===== config.mk =====
export PLATFORM = sky130hd
export DESIGN_NAME = inst_encoder
export DESIGN_NICKNAME = d
export VERILOG_FILES = /design/src/rtl/inst_encoder.sv
export SDC_FILE = /design/constraint.sdc
export NUM_CORES = 1
export LEC_CHECK = 0
export ABC_CLOCK_PERIOD_IN_PS = 1800
export BUFFER_PORTS_ARGS = -buffer_cell sky130_fd_sc_hd__clkbuf_2
export CAP_MARGIN = 25
export CELL_PAD_IN_SITES_DETAIL_PLACEMENT = 1
export CELL_PAD_IN_SITES_GLOBAL_PLACEMENT = 1
export CORE_ASPECT_RATIO = 1.75
export CORE_UTILIZATION = 31
export CTS_BUF_LIST = sky130_fd_sc_hd__clkbuf_16
export CTS_CLUSTER_DIAMETER = 30
export CTS_CLUSTER_SIZE = 14
export DETAILED_ROUTE_END_ITERATION = 6
export GPL_TIMING_DRIVEN = 0
export PLACE_DENSITY = 0.74
export SYNTH_ARGS = -nofsm -noshare
export SYNTH_HDL_FRONTEND = slang
export SYNTH_SLANG_ARGS = --single-unit

===== constraint.sdc =====
create_clock -name clk -period 1.8 [get_ports clk]
set_input_delay 0.36 -clock clk [delete_from_list [all_inputs] [get_ports clk]]
set_output_delay 0.36 -clock clk [all_outputs]
set_load 0.01 [all_outputs]

===== src/rtl/inst_encoder.sv =====
// RV32I field-to-word encoder that streams packed instructions into IMEM at consecutive addresses.
// Optional immediate range rejection is enabled by defining INST_ENC_RANGE_CHECK_EN.
module inst_encoder #(
  parameter int ADDR_W = 8
) (
  input  logic              clk,
  input  logic              rst,
  input  logic              start,
  input  logic [ADDR_W-1:0] base_addr,
  input  logic              in_valid,
  output logic              in_ready,
  input  logic              in_last,
  input  logic [6:0]        opcode,
  input  logic [2:0]        funct3,
  input  logic [6:0]        funct7,
  input  logic [4:0]        rd,
  input  logic [4:0]        rs1,
  input  logic [4:0]        rs2,
  input  logic [31:0]       imm,
  output logic              wr_en,
  input  logic              mem_ready,
  output logic [ADDR_W-1:0] wr_addr,
  output logic [31:0]       wr_data,
  output logic              busy,
  output logic              done,
  output logic [ADDR_W:0]   word_count,
  output logic              err_imm,
  output logic              err_opcode,
  output logic              err_wrap
);

  typedef enum logic [1:0] {IDLE, RUN, DRAIN, DONE} state_t;

  localparam logic [ADDR_W:0] COUNT_MAX = {1'b1, {ADDR_W{1'b0}}};

  state_t            state, next_state;
  logic [ADDR_W-1:0] addr;
  logic [31:0]       enc;
  logic              op_ok;
  logic              imm_used;
  logic              beat_good;
  logic              accept;
  logic              wr_done;

  // B-type imm is in halfword units, so imm[0] is already byte-offset bit 1.
  always_comb begin
    enc      = '0;
    op_ok    = 1'b1;
    imm_used = 1'b0;
    case (opcode)
      7'b0110011: enc = {funct7, rs2, rs1, funct3, rd, opcode};
      7'b0000011, 7'b0010011: begin
        enc      = {imm[11:0], rs1, funct3, rd, opcode};
        imm_used = 1'b1;
      end
      7'b0100011: begin
        enc      = {imm[11:5], rs2, rs1, funct3, imm[4:0], opcode};
        imm_used = 1'b1;
      end
      7'b1100011: begin
        enc      = {imm[11], imm[9:4], rs2, rs1, funct3, imm[3:0], imm[10], opcode};
        imm_used = 1'b1;
      end
      default: op_ok = 1'b0;
    endcase
  end

`ifdef INST_ENC_RANGE_CHECK_EN
  logic imm_ok;
  assign imm_ok    = (&imm[31:11]) | ~(|imm[31:11]);
  assign beat_good = op_ok && (!imm_used || imm_ok);

  always_ff @(posedge clk) begin
    if (rst)
      err_imm <= 1'b0;
    else if (state == IDLE && start)
      err_imm <= 1'b0;
    else if (accept && op_ok && imm_used && !imm_ok)
      err_imm <= 1'b1;
  end
`else
  logic unused_imm_hi;
  assign unused_imm_hi = ^{imm[31:12], imm_used};
  assign beat_good     = op_ok;
  assign err_imm       = 1'b0;
`endif

  assign accept  = in_valid && in_ready;
  assign wr_done = wr_en && mem_ready;

  always_ff @(posedge clk) begin
    if (rst)
      state <= IDLE;
    else
      state <= next_state;
  end

  // DRAIN waits for the registered word itself to be gone, not just leaving.
  always_comb begin
    next_state = state;
    case (state)
      IDLE:    if (start) next_state = RUN;
      RUN:     if (accept && in_last) next_state = DRAIN;
      DRAIN:   if (!wr_en) next_state = DONE;
      DONE:    next_state = IDLE;
      default: next_state = IDLE;
    endcase
  end

  always_comb begin
    in_ready = (state == RUN) && (!wr_en || mem_ready);
    busy     = (state != IDLE);
    done     = (state == DONE);
  end

  always_ff @(posedge clk) begin
    if (rst) begin
      addr       <= '0;
      wr_en      <= 1'b0;
      wr_addr    <= '0;
      wr_data    <= '0;
      word_count <= '0;
      err_opcode <= 1'b0;
      err_wrap   <= 1'b0;
    end else if (state == IDLE && start) begin
      addr       <= base_addr;
      word_count <= '0;
      err_opcode <= 1'b0;
      err_wrap   <= 1'b0;
    end else begin
      if (wr_done && word_count != COUNT_MAX)
        word_count <= word_count + 1'b1;
      if (accept && beat_good) begin
        wr_en   <= 1'b1;
        wr_addr <= addr;
        wr_data <= enc;
        addr    <= addr + 1'b1;
        if (&addr)
          err_wrap <= 1'b1;
      end else begin
        if (wr_done)
          wr_en <= 1'b0;
        if (accept && !op_ok)
          err_opcode <= 1'b1;
      end
    end
  end

endmodule


==> results.sh <==
export IMPL_rsz0062_at_grt="true"
export IMPL_hold_start="funct3[2]"
export IMPL_coreArea_um2=9970
export IMPL_setup_worst_path_start="state[1]"
export IMPL_worstHoldPathType="input port to flop"
export IMPL_regArea_um2=1250
export IMPL_instances_no_fill=648
export IMPL_max_slew_worst_pin_slew_ps=589
export IMPL_grt_pass1_wl_mm=17.5
export IMPL_hold_violations=0
export IMPL_synthArstFlopShare_pct=0
export IMPL_htree_num_levels=3
export IMPL_cts_buffers=9
export IMPL_post_route_cells_drive_above_1_share_pct=31.9
export IMPL_syn_nets=481
export IMPL_synthSimpleGateAreaFrac_pct=20.8
export IMPL_fmax_mhz=561
export IMPL_yosysWarningCount=0
export IMPL_max_cap_viol_count=0
export IMPL_crit_arrival_ps=2020
export IMPL_peakVddDrop_v=0.000544
export IMPL_leakagePower_nw=1.78
export IMPL_tritoncts="yes"
export IMPL_multiInputGateArea_um2=1850
export IMPL_synth_area_leader_cell="dfxtp_1"
export IMPL_clockBufferDepth=2
export IMPL_total_power_w=0.00458
export IMPL_power_density_nw_per_um2=1040
export IMPL_synth_top_area_share_pct=38.6
export IMPL_crit_path_max_fanout=4
export IMPL_syn_mean_instance_area_um2=8.14
export IMPL_wirelength_mm=11.2
export IMPL_final_nets=605
export IMPL_clock_latency_ps=330
export IMPL_yosys_cell_types_count=45
export IMPL_critical_path_required_ps=2040
export IMPL_start_util_pct=32.2
export IMPL_ant_nets=0
export IMPL_vias=3491
export IMPL_synth_ff_type="dfxtp_1"
export IMPL_syn_area_um2=3210
export IMPL_maxSlewHeadroom_pct=60.7
export IMPL_grtUsageTotal_pct=21.0
export IMPL_synth_compound_area_share_pct=25.5
export IMPL_outcome="complete, no violations"
export IMPL_synth_ff_latch_count=62
export IMPL_critPathKind="flop to flop"
export IMPL_start_kind="flop"
export IMPL_pin_count=134
export IMPL_fin_crit_sh_pct=99.1
export IMPL_dieArea_um2=10800
export IMPL_ys_top_cells_by_area="dfxtp_1 (39%), a21oi_1 (8.3%), o21ai_0 (5.0%)"
export IMPL_grt_max_degree=11
export IMPL_synthCells=395
export IMPL_cts_clk_slew_worst_paths_ps=50
export IMPL_muxShareOfSynthArea_pct=3.81
export IMPL_area_delta_synth_final_pct=36.6
export IMPL_fin_crit_ps=1780
export IMPL_synth_top_family_by_area="compound AO/OA/AOI/OAI gates"
export IMPL_skew_ps=5.11
export IMPL_port_buffers=111
export IMPL_place_inst=631
export IMPL_viasPerCell=5.39
export IMPL_first_iter_violations=77
export IMPL_die_h_um=137
export IMPL_grt_pass1_vias=3636
export IMPL_fp_row_count=48
export IMPL_cts_sinks=62
export IMPL_synthAdderAreaFrac_pct=3.11
export IMPL_ys_seq_area_share_pct=38.6
export IMPL_diodes=0
export IMPL_cp_end_kind="flop"
export IMPL_drc=0
export IMPL_antenna_found_initial=0
export IMPL_cts_root_buf="clkbuf_16"
export IMPL_utilization_pct=44.1
export IMPL_r2r_start="state[1]"
export IMPL_dp_hpwl_mm=8.66
export IMPL_fp_dieW_um=79.0
export IMPL_yosys_top_cells_count="dfxtp_1 (62), a21oi_1 (53), o21ai_0 (32), nand3_1 (30), clkbuf_1 (26)"
export IMPL_synth_edf_count=0
export IMPL_first_pass_iters=4
export IMPL_gp_routability_congestion=0.799
export IMPL_synth_xor_area_share_pct=1.91
export IMPL_routedWlPerCell_um=17.3
export IMPL_fill_cells=1291
export IMPL_final_setup_viol_count=0
export IMPL_slew_viol_final=0
export IMPL_grt_ovfl_total=0
export IMPL_synth_most_common_cell="dfxtp_1"
==> cell usage in the layout (no fill, tap or decap), drive strengths merged, types with 6 or more instances in the layout <==
cell / instances
clkbuf: 145
dfxtp: 62
a21oi: 53
o21ai: 32
nand3: 30
nor2: 20
nand2: 17
a211oi: 14
buf: 13
and3: 10
mux2i: 10
inv: 10
a31oi: 9
nor2b: 8
ha: 8
o22a: 6
nand4: 6
==> routing by layer <==
layer	up-vias	global-route usage, %	wire length [um]
li1	1699	-	-
met4	0	10.6	319
met2	99	40.2	6290
met1	1672	21.2	4210
met5	-	0	0
met3	21	3.67	413
==> where the power goes <==
| group | switching (W) | total, W | internal (W) |
|---|---|---|---|
| sequential | 0.000113 | 0.00158 | 0.00147 |
| combinational | 0.000657 | 0.00106 | 0.000405 |
| clock | 0.000611 | 0.00194 | 0.00133 |
| total | 0.00138 | 0.00458 | 0.00320 |
==> repair_timing <==
action / 4_1_cts / 5_1_grt
hold endpoints to repair: 0 / 0
hold buffers: 0 / 0
gates cloned: 1 / 0
resized for setup: 22 / 29
buffers inserted: 2 / 0
endpoints found under the setup margin: 50 / 45
pin swaps: 3 / 7
==> layout make-up <==
type	instances	share of cell area, %
multi-input combinational	288	42.1
sequential	62	28.4
timing repair buffer	113	13.0
clock buffer	9	5.13
buffer	36	4.70
tap	125	3.56
clock inverter	6	2.34
inverter	9	0.769
==> flip-flops by register name, summed over array words and instances, names as in the netlist <==
register / flops
wr_en: 1
wr_data: 32
err_wrap: 1
word_count: 9
addr: 8
err_opcode: 1
state: 2
wr_addr: 8
==> final timing paths <==
check | endpoint | slack, ps | cells after the start
setup reg to reg | addr[2] | 20 | 7
setup / recovery | addr[2] | 20 | 7
hold reg to reg | wr_data[2] | 480 | 1
hold / removal | wr_data[14] | 270 | 3
==> cells by family after synthesis <==
kind of cell	count (synthesis)
compound gates	135
xor+xnor	7
fa+ha+maj	8
buf+inv	46
flops	62
mux	12
other cells	1
simple gates	124
==> stage by stage <==
step | instance area (um2) | setup TNS [ps] | hold slack, ps | setup slack, ps
CTS | 4330 | 0 | 256 | 3.54
floorplan | 3210 | 0 | 461 | 59.5
detailed placement | 3930 | -9040 | 470 | -397
global placement | 3930 | -6180 | 454 | -331
finish | 4390 | 0 | 266 | 16.4
global route | 4390 | -177 | 268 | -68.7
==> worst max-delay path, stage by stage (launching register included) <==
cell       delay (ps)
dfxtp_2           340
inv_2              70
ha_2              190
and2_4            180
buf_4             130
o2111ai_4         120
or3_4             400
a311oi_2          250
(Power assumes the default switching activity.)
